## src/rtl/sm3_expnd_pkg.sv

```systemverilog
// Shared definitions for the SM3 message-expansion engine.
//   state_t  : expander FSM state (LOAD collects a block, EXPND emits words)
//   SM3_*    : block / expansion / emitted word counts
//   rotl32   : 32-bit rotate left
//   p1       : SM3 permutation P1(x) = x ^ (x <<< 15) ^ (x <<< 23)
package sm3_expnd_pkg;

    typedef enum logic {
        LOAD  = 1'b0,
        EXPND = 1'b1
    } state_t;

    localparam int SM3_BLK_W = 16;  // words per padded block
    localparam int SM3_EXP_W = 68;  // W[0..67]; W[64..67] only feed W'[60..63]
    localparam int SM3_OUT_W = 64;  // (Wj, W'j) pairs emitted per block

    function automatic logic [31:0] rotl32(input logic [31:0] x, input int unsigned n);
        return (x << n) | (x >> (32 - n));
    endfunction

    function automatic logic [31:0] p1(input logic [31:0] x);
        return x ^ rotl32(x, 15) ^ rotl32(x, 23);
    endfunction

endpackage

```

## src/rtl/sm3_expnd_wgen.sv

```systemverilog
// Combinational SM3 next-word generator.
//   W[n] = P1(W[n-16] ^ W[n-9] ^ (W[n-3] <<< 15)) ^ (W[n-13] <<< 7) ^ W[n-6]
// Ports:
//   w_m16, w_m13, w_m9, w_m6, w_m3 : in  window words W[n-16] .. W[n-3]
//   w_new                          : out W[n]
module sm3_expnd_wgen
    import sm3_expnd_pkg::*;
(
    input  logic [31:0] w_m16,
    input  logic [31:0] w_m13,
    input  logic [31:0] w_m9,
    input  logic [31:0] w_m6,
    input  logic [31:0] w_m3,
    output logic [31:0] w_new
);

    assign w_new = p1(w_m16 ^ w_m9 ^ rotl32(w_m3, 15)) ^ rotl32(w_m13, 7) ^ w_m6;

endmodule

```

## src/rtl/sm3_msg_expnd.sv

```systemverilog
// SM3 message-expansion engine. Collects a 512-bit padded block in
// INPT_DW-bit beats, then emits the 64 (Wj, W'j) pairs LANES words per beat.
//
// Handshake: a beat transfers on a rising edge where valid and ready are both
// high; valid never depends on ready, and an offered output beat is held
// stable (data, lst, end) until it transfers.
//
// Parameters: INPT_DW = 32 | 64, LANES = 1 | 2.
// Ports:
//   clk, rst           : clock, asynchronous active-high reset
//   pad_inpt_d_i       : in  block beat, big-endian (MS word = lower index)
//   pad_inpt_vld_i     : in  beat valid
//   pad_inpt_lst_i     : in  message-last flag, sampled with the final beat
//   pad_inpt_rdy_o     : out input ready (0 while rst is high)
//   expnd_otpt_wj_o    : out W[j..j+LANES-1], MS word = lowest j
//   expnd_otpt_wjj_o   : out W'[j..j+LANES-1] = W ^ W[+4]
//   expnd_otpt_vld_o   : out output beat valid
//   expnd_otpt_rdy_i   : in  downstream ready
//   expnd_otpt_lst_o   : out message-last flag of the block being emitted
//   expnd_otpt_end_o   : out final beat of the block (j = 64-LANES)
// Build option: define SM3_EXPND_PRELOAD_EN to add a shadow block buffer so
// the next block loads while the current one is being expanded.
module sm3_msg_expnd
    import sm3_expnd_pkg::*;
#(
    parameter int INPT_DW = 32,
    parameter int LANES   = 1
) (
    input  logic                  clk,
    input  logic                  rst,
    input  logic [INPT_DW-1:0]    pad_inpt_d_i,
    input  logic                  pad_inpt_vld_i,
    input  logic                  pad_inpt_lst_i,
    output logic                  pad_inpt_rdy_o,
    output logic [32*LANES-1:0]   expnd_otpt_wj_o,
    output logic [32*LANES-1:0]   expnd_otpt_wjj_o,
    output logic                  expnd_otpt_vld_o,
    input  logic                  expnd_otpt_rdy_i,
    output logic                  expnd_otpt_lst_o,
    output logic                  expnd_otpt_end_o
);

    localparam int WPB   = INPT_DW / 32;
    localparam int BEATS = 512 / INPT_DW;

    if (!(INPT_DW == 32 || INPT_DW == 64)) begin : g_bad_dw
        $error("sm3_msg_expnd: INPT_DW must be 32 or 64");
    end
    if (!(LANES == 1 || LANES == 2)) begin : g_bad_lanes
        $error("sm3_msg_expnd: LANES must be 1 or 2");
    end

    state_t      state;
    logic [31:0] win [SM3_BLK_W];   // win[0] = W[j]
    logic [3:0]  beat_cnt;
    logic [5:0]  j_cnt;
    logic        lst_q;

    logic [31:0] in_w  [WPB];
    logic [31:0] new_w [LANES];
    logic        in_fire, out_fire, last_in, last_out;

    always_comb begin
        for (int k = 0; k < WPB; k++) begin
            in_w[k] = pad_inpt_d_i[INPT_DW-1-32*k -: 32];
        end
    end

    // W[j+16+k] only reads window words, so both lanes evaluate in parallel.
    for (genvar k = 0; k < LANES; k++) begin : g_lane
        sm3_expnd_wgen u_wgen (
            .w_m16 (win[k]),
            .w_m13 (win[k+3]),
            .w_m9  (win[k+7]),
            .w_m6  (win[k+10]),
            .w_m3  (win[k+13]),
            .w_new (new_w[k])
        );
    end

    assign expnd_otpt_vld_o = (state == EXPND);
    assign in_fire  = pad_inpt_vld_i && pad_inpt_rdy_o;
    assign out_fire = expnd_otpt_vld_o && expnd_otpt_rdy_i;
    assign last_in  = (beat_cnt == 4'(BEATS - 1));
    assign last_out = (j_cnt == 6'(SM3_OUT_W - LANES));

    assign expnd_otpt_lst_o = expnd_otpt_vld_o && lst_q;
    assign expnd_otpt_end_o = expnd_otpt_vld_o && last_out;

    always_comb begin
        expnd_otpt_wj_o  = '0;
        expnd_otpt_wjj_o = '0;
        if (expnd_otpt_vld_o) begin
            for (int k = 0; k < LANES; k++) begin
                expnd_otpt_wj_o[32*(LANES-k)-1 -: 32]  = win[k];
                expnd_otpt_wjj_o[32*(LANES-k)-1 -: 32] = win[k] ^ win[k+4];
            end
        end
    end

`ifdef SM3_EXPND_PRELOAD_EN
    logic [31:0] sh      [SM3_BLK_W];
    logic [31:0] sh_next [SM3_BLK_W];
    logic [31:0] blk_w   [SM3_BLK_W];
    logic        sh_full, sh_lst, blk_rdy, blk_lst, swap;

    always_comb begin
        for (int i = 0; i < SM3_BLK_W - WPB; i++) sh_next[i] = sh[i+WPB];
        for (int k = 0; k < WPB; k++) sh_next[SM3_BLK_W-WPB+k] = in_w[k];
        for (int i = 0; i < SM3_BLK_W; i++) blk_w[i] = sh_full ? sh[i] : sh_next[i];
    end

    // A block is ready either parked in the shadow or completing this cycle.
    assign blk_rdy = sh_full || (in_fire && last_in);
    assign blk_lst = sh_full ? sh_lst : pad_inpt_lst_i;
    assign swap    = blk_rdy && ((state == LOAD) || (out_fire && last_out));
    assign pad_inpt_rdy_o = !rst && !sh_full;
`else
    assign pad_inpt_rdy_o = !rst && (state == LOAD);
`endif

    always_ff @(posedge clk or posedge rst) begin
        if (rst) begin
            state    <= LOAD;
            beat_cnt <= '0;
            j_cnt    <= '0;
            lst_q    <= 1'b0;
            for (int i = 0; i < SM3_BLK_W; i++) win[i] <= '0;
`ifdef SM3_EXPND_PRELOAD_EN
            sh_full  <= 1'b0;
            sh_lst   <= 1'b0;
            for (int i = 0; i < SM3_BLK_W; i++) sh[i] <= '0;
`endif
        end else begin
`ifdef SM3_EXPND_PRELOAD_EN
            if (in_fire) begin
                for (int i = 0; i < SM3_BLK_W; i++) sh[i] <= sh_next[i];
                beat_cnt <= last_in ? 4'd0 : beat_cnt + 4'd1;
            end
            if (swap) begin
                sh_full <= 1'b0;
            end else if (in_fire && last_in) begin
                sh_full <= 1'b1;
                sh_lst  <= pad_inpt_lst_i;
            end
`endif
            case (state)
                LOAD: begin
`ifdef SM3_EXPND_PRELOAD_EN
                    if (swap) begin
                        for (int i = 0; i < SM3_BLK_W; i++) win[i] <= blk_w[i];
                        lst_q <= blk_lst;
                        j_cnt <= '0;
                        state <= EXPND;
                    end
`else
                    if (in_fire) begin
                        for (int i = 0; i < SM3_BLK_W - WPB; i++) win[i] <= win[i+WPB];
                        for (int k = 0; k < WPB; k++) win[SM3_BLK_W-WPB+k] <= in_w[k];
                        beat_cnt <= last_in ? 4'd0 : beat_cnt + 4'd1;
                        if (last_in) begin
                            lst_q <= pad_inpt_lst_i;
                            j_cnt <= '0;
                            state <= EXPND;
                        end
                    end
`endif
                end
                EXPND: begin
                    if (out_fire) begin
`ifdef SM3_EXPND_PRELOAD_EN
                        if (swap) begin
                            // Next block drops straight in: no idle cycle.
                            for (int i = 0; i < SM3_BLK_W; i++) win[i] <= blk_w[i];
                            lst_q <= blk_lst;
                        end else
`endif
                        begin
                            for (int i = 0; i < SM3_BLK_W - LANES; i++) win[i] <= win[i+LANES];
                            for (int k = 0; k < LANES; k++) win[SM3_BLK_W-LANES+k] <= new_w[k];
                        end
                        if (last_out) begin
                            j_cnt <= '0;
`ifdef SM3_EXPND_PRELOAD_EN
                            if (!swap) state <= LOAD;
`else
                            state <= LOAD;
`endif
                        end else begin
                            j_cnt <= j_cnt + 6'(LANES);
                        end
                    end
                end
                default: state <= LOAD;
            endcase
        end
    end

endmodule
```

## config.mk

```make
export PLATFORM = sky130hd
export DESIGN_NAME = sm3_msg_expnd
export DESIGN_NICKNAME = d
export VERILOG_FILES = /design/src/rtl/sm3_expnd_pkg.sv /design/src/rtl/sm3_expnd_wgen.sv /design/src/rtl/sm3_msg_expnd.sv
export SDC_FILE = /design/constraint.sdc
export NUM_CORES = 1
export LEC_CHECK = 0
export ABC_AREA = 1
export BUFFER_PORTS_ARGS = -buffer_cell sky130_fd_sc_hd__buf_2
export CAP_MARGIN = 10
export CORE_MARGIN = 5
export CORE_UTILIZATION = 37
export DETAILED_ROUTE_END_ITERATION = 8
export RECOVER_POWER = 50
export SLEW_MARGIN = 20
export SYNTH_ARGS = -nofsm -noshare
export SYNTH_HDL_FRONTEND = slang
export SYNTH_HIERARCHICAL = 1
export SYNTH_SLANG_ARGS = --single-unit
```

## constraint.sdc

```tcl
create_clock -name clk -period 27.3 [get_ports clk]
set_clock_uncertainty 0.05 [all_clocks]
set_input_delay 8.19 -clock clk [delete_from_list [all_inputs] [get_ports clk]]
set_output_delay 8.19 -clock clk [all_outputs]
set_load 0.02 [all_outputs]
```

==> results.json, run 1 <==
{
  "status": "complete, but fails checks",
  "violations": "capacitance limit, slew limit",
  "ir_worst_vdd_mv": 0.0546,
  "ys_seq_area_frac": 0.523,
  "cap_violations": 9,
  "dr.pass1.iters": 5,
  "routabilityCongestion": 0.808,
  "dieArea_um2": 73000,
  "p_int_mw": 2.09,
  "cts_buffer_depth": 3,
  "synth.avg_cell_area_um2": 7.71,
  "area_growth_pct": 11.3,
  "swShare": 0.427,
  "power_frac_clock": 0.217,
  "worst_r2r_path_depth": 7,
  "drt_iter0_drc": 1764,
  "rrSetupSlack_ns": 18.24,
  "drc": 0,
  "cts_tree": "built",
  "p_seq_frac": 0.409,
  "r2r_end": "win[7]",
  "hold_path.class": "register to register",
  "rsz0062_at_grt": "no",
  "nets": 3296,
  "crit_type": "input pin to async pin",
  "yosys-top-cells-area": "dfrtp_1 52%, nand2_1 20%, nand3_1 12%",
  "cpLargestDelayFamily": "buffers and inverters",
  "power.total_mw": 3.65,
  "cts_max_level": 2,
  "rows": 95,
  "slew_headroom": -4.24,
  "grt_pass1_wl_um": 105000,
  "postCtsSetupBuffers": 0,
  "cp.arrival_ns": 17.22,
  "clk_latency_ns": 0.61,
  "vias_per_cell": 4.91,
  "power_per_cell_area_nw_per_um2": 131,
  "die_y_um": 270,
  "dp_hpwl_um": 43500,
  "avgRoutedWirePerCell_um": 15.7,
  "period_needed_ns": 18.52,
  "ys_ff_latch": 524,
  "clock_sinks": 524,
  "synth-edff-count": 0,
  "max_freq_mhz": 54.0,
  "switchingPower_mw": 1.56,
  "dp_slack_ns": 10.30,
  "timing.rr.start": "expnd_otpt_vld_o",
  "gr-total-overflow": 0,
  "p_comb_frac": 0.374,
  "crit_slowest_cell": "clkbuf_1",
  "cpPeakStageDelay_ns": 5.70,
  "cts_buffers": 57,
  "critPathLaunchType": "input pin",
  "cp_max_fo": 152,
  "path_cells": "clkbuf_1, clkinvlp_2, clkbuf_1",
  "critical_path.most_common_cell": "clkbuf_1",
  "ys.flop_type": "dfrtp_1",
  "hold_depth": 2,
  "syn-num-nets": 3288,
  "cts_root_buf": "clkbuf_16",
  "grt_pass1_vias": 18700,
  "final_max_slew_viol_count": 736,
  "yosysMostFrequentCell": "nand2_1",
  "clkSlewWorstSetupHoldPaths_ns": 0.06,
  "ant_nets": 0,
  "synth_top_area_share": 0.523,
  "synth_warnings": 6,
  "leakagePower_nw": 15.1,
  "die_w_um": 270,
  "routed_wl_um": 65700,
  "min-delay-start": "win[469]",
  "drive_gt1_frac": 0.0847,
  "gr-usage-all-layers": 0.176,
  "coreArea_um2": 67200,
  "synth_cells": 3249,
  "grt_max_degree": 228,
  "required_ns": 26.01,
  "port_buffers": 104,
  "finalWorstSetupSlack_ns": 8.78,
  "min_to": "win[501]",
  "worstMarginPinSlew_ns": 7.85,
  "num_antenna_cells": 0,
  "tns_ns": 0,
  "num_io_pins": 105,
  "worstSetupEndpointType": "async pin",
  "synth_cell_types": 27,
  "utilization": 0.415,
  "syn_area_um2": 25100,
  "ys_top_cells_by_count": "1314 x nand2_1, 623 x nand3_1, 524 x dfrtp_1, 275 x inv_1, 93 x clkbuf_1",
  "start_util": 0.373,
  "hold_viol_final": 0,
  "synth_top_cell_by_area": "dfrtp_1",
  "finalCritPeriodShare": 0.678,
  "crit_buf_inv": 3,
  "num_vias": 20500,
  "cts_resized": 0,
  "async_flop_share": 1.00,
  "finalSetupViolations": 0,
  "antenna_found_initial": 0,
  "cts-hold-fix-buffers": 0
}
==> cell type report <==
cell class / count / area, µm²
multi-input cells: 2271 / 10100
clock buffers: 90 / 1760
repair buffers: 122 / 629
well taps: 873 / 1090
inverters: 281 / 1060
flip-flops and latches: 524 / 13100
clock inverters: 16 / 185
fillers: 6760 / 39300
==> through the flow <==
| stage | cell area [µm²] | std cells | hold slack (ns) |
|---|---|---|---|
| final | 27900 | 4177 | 0.395 |
| after global routing | 27900 | 4177 | 0.421 |
| after CTS | 28000 | 4177 | 0.399 |
| after detailed placement | 26000 | 4071 | 0.403 |
| after global placement | 26000 | 4071 | 0.398 |
| after floorplan | 25100 | 3249 | 0.392 |
==> flip-flops by register name, indices dropped and copies added, names as in the netlist <==
signal	count
win	512
j_cnt	6
beat_cnt	4
expnd_otpt_vld_o	1
lst_q	1
==> power groups by stage <==
stage / sequential (mW) / combinational, mW / clock, mW
3_3_place_gp: 1.50 / 1.34 / 0
4_1_cts: 1.49 / 1.38 / 0.811
2_1_floorplan: 1.36 / 1.09 / 0
5_1_grt: 1.54 / 1.58 / 0.844
6_report: 1.49 / 1.37 / 0.793
3_5_place_dp: 1.50 / 1.37 / 0
==> worst max-delay path by stage <==
stage                           endpoint  start  depth (start not counted)  slack (ns)
after detailed placement  pad_inpt_rdy_o    rst                          3       10.30
after global placement    pad_inpt_rdy_o    rst                          3       10.30
after global routing            win[490]    rst                          3        6.42
final                           win[490]    rst                          3        8.78
after CTS                 pad_inpt_rdy_o    rst                          3       10.30
after floorplan              beat_cnt[0]    rst                          1        4.42
==> placed cells by master (no fill, tap or decap), drive strengths merged, types with 2 or more instances in the layout <==
cell / count
a21oi: 63
a31oi: 32
buf: 93
bufinv: 3
clkbuf: 119
clkinv: 12
dfrtp: 524
ha: 2
inv: 281
nand2: 1376
nand3: 648
nand3b: 6
nor2: 71
o21ai: 67
xnor2: 3
==> worst reg2reg max path: cells and delay by family (launching register included) <==
kind / cells / cell delay (ns)
compound gates: 1 / 0.23
buf+inv: 3 / 4.13
flops: 1 / 1.01
simple gates: 3 / 3.49
==> cell families (layout without fill, tap and decap cells) <==
logic type               count (synthesis)  in the layout  share of synthesized area
AO/OA/AOI/OAI                          163            163                     0.0343
XOR/XNOR                                 4              4                    0.00140
adder cells (fa/ha/maj)                  2              2                   0.000998
buffers and inverters                  454            509                     0.0757
flip-flops                             524            524                      0.523
AND/OR/NAND/NOR                       2102           2102                      0.364
==> layer usage <==
metal	up-vias	GRT usage	routed length (µm)
met5	-	0	0
met4	0	0.0669	2790
met3	97	0.0227	2390
met2	344	0.278	30100
met1	9763	0.249	30500
li1	10300	-	-
(Power assumes the default switching activity.)
==> run 2, diff against run 1 <==
clock period = 18.1 ns   (was 27.3 ns; I/O delays follow)
==> results.json, run 2 (synthesis results as in run 1) <==
{
  "ant_nets": 0,
  "met2WireLength_um": 31500,
  "cts-hold-fix-buffers": 0,
  "die_y_um": 270,
  "rsz0062_at_grt": "no",
  "multi_input_area_um2": 10000,
  "gr-total-overflow": 0,
  "cts_buffer_depth": 3,
  "area_growth_pct": 11.4,
  "gr-usage-all-layers": 0.175,
  "critPathLaunchType": "input pin",
  "reg_top3": "win (512), j_cnt (6), beat_cnt (4)",
  "p_seq_frac": 0.408,
  "top_register": "win",
  "dpl_cell_area_um2": 26000,
  "clk_latency_ns": 0.63,
  "finalWorstSetupSlack_ns": 5.20,
  "finalSetupViolations": 0,
  "tns_ns": 0,
  "clock_sinks": 524,
  "period_needed_ns": 12.90,
  "num_io_pins": 105,
  "antenna_found_initial": 1,
  "die_w_um": 270,
  "final_max_slew_viol_count": 555,
  "grt_pass1_vias": 18400,
  "cp.arrival_ns": 13.16,
  "ir_worst_vdd_mv": 0.0929,
  "crit_type": "input pin to register",
  "port_buffers": 104,
  "num_antenna_cells": 0,
  "final_cell_mix": "1314 x nand2_1, 623 x nand3_1, 524 x dfrtp_1",
  "clkSlewWorstSetupHoldPaths_ns": 0.06,
  "utilization": 0.416,
  "final_area_um2": 27900,
  "seq_area_um2": 13100,
  "p_comb_frac": 0.379,
  "cts_max_level": 2,
  "routabilityCongestion": 0.828,
  "routed_wl_um": 65900,
  "largest_reg_flops": 512,
  "vias_per_cell": 4.91,
  "slew_headroom": -1.86,
  "layout_commonest_cell": "nand2_1",
  "dp_hpwl_um": 43400,
  "worstMarginPinSlew_ns": 4.28,
  "violations": "capacitance limit, slew limit",
  "grt_max_degree": 269,
  "power_frac_clock": 0.213,
  "cp_max_fo": 111,
  "leakagePower_nw": 15.1,
  "hold_slack_ns": 0.373,
  "rows": 95,
  "cts_resized": 0,
  "num_vias": 20500,
  "hold_path.class": "register to register",
  "highest_layer": "met4",
  "met3_length_um": 2330,
  "cap_violations": 8,
  "cts_buffers": 57,
  "fillCellCount": 6826,
  "worstSetupEndpointType": "register",
  "dr.pass1.iters": 5,
  "drc": 0,
  "dieArea_um2": 73000,
  "start_util": 0.373,
  "switchingPower_mw": 2.37,
  "avgRoutedWirePerCell_um": 15.8,
  "finalCritPeriodShare": 0.713,
  "rrSetupSlack_ns": 8.95,
  "nets": 3299,
  "hold_viol_final": 0,
  "max_freq_mhz": 77.5,
  "swShare": 0.431,
  "coreArea_um2": 67200,
  "status": "complete, but fails checks",
  "p_int_mw": 3.14,
  "required_ns": 18.35,
  "wl_met1_um": 30800,
  "drt_iter0_drc": 1817,
  "cts_root_buf": "clkbuf_16",
  "postCtsSetupBuffers": 0,
  "dp_slack_ns": 6.63,
  "grt_pass1_wl_um": 105000,
  "power_per_cell_area_nw_per_um2": 197,
  "drive_gt1_frac": 0.0896,
  "cts_tree": "built"
}
[run 2: changes by cell type in the layout (fill, tap and decap cells not counted), moves of 2 or more]
cell / previous run / this run
clkbuf_8: 19 / 9
buf_2: 81 / 100
clkbuf_1: 42 / 25
clkinvlp_4: 0 / 4
clkinv_16: 0 / 2
buf_4: 10 / 12
[run 2: area by class of cell]
cell class | instances | share of cell area
inverter | 281 | 0.0378
multi-input combinational | 2271 | 0.360
sequential | 524 | 0.470
clock buffer | 82 | 0.0585
timing repair buffer | 125 | 0.0249
clock inverter | 21 | 0.00964
tap | 873 | 0.0391
[run 2: critical path: stages]
cell      delay [ns]
clkbuf_1        0.09
nor2_1          0.12
nand2_1         1.85
nand2_1         2.17
clkbuf_1        3.08
a31oi_1         0.29
[run 2: final timing paths]
check                            to  depth (start not counted)             start
max                          win[0]                          6               rst
min                        win[483]                          2          win[451]
max reg2reg                  win[0]                          5  expnd_otpt_vld_o
min reg2reg                win[483]                          2          win[451]
max in group asynchronous  win[358]                          5               rst
min in group asynchronous     lst_q                          2               rst
[run 2: stage by stage]
| stage | cells | total power [mW] |
|---|---|---|
| global placement | 4073 | 4.29 |
| detailed placement | 4073 | 4.35 |
| floorplan | 3249 | 3.70 |
| global route | 4177 | 5.97 |
| CTS | 4176 | 5.56 |
| finish | 4177 | 5.51 |
[run 2: layer usage]
metal | GRT usage | vias up
li1 | - | 10300
met1 | 0.250 | 9788
met2 | 0.290 | 326
met3 | 0.0201 | 73
met4 | 0.0402 | 0
met5 | 0 | -
[run 2: power groups by stage]
stage	Combinational [mW]	Clock, mW	Sequential (mW)
3_3_place_gp	2.04	0	2.25
3_5_place_dp	2.09	0	2.26
5_1_grt	2.40	1.26	2.32
6_report	2.09	1.18	2.24
4_1_cts	2.10	1.21	2.24
2_1_floorplan	1.65	0	2.05
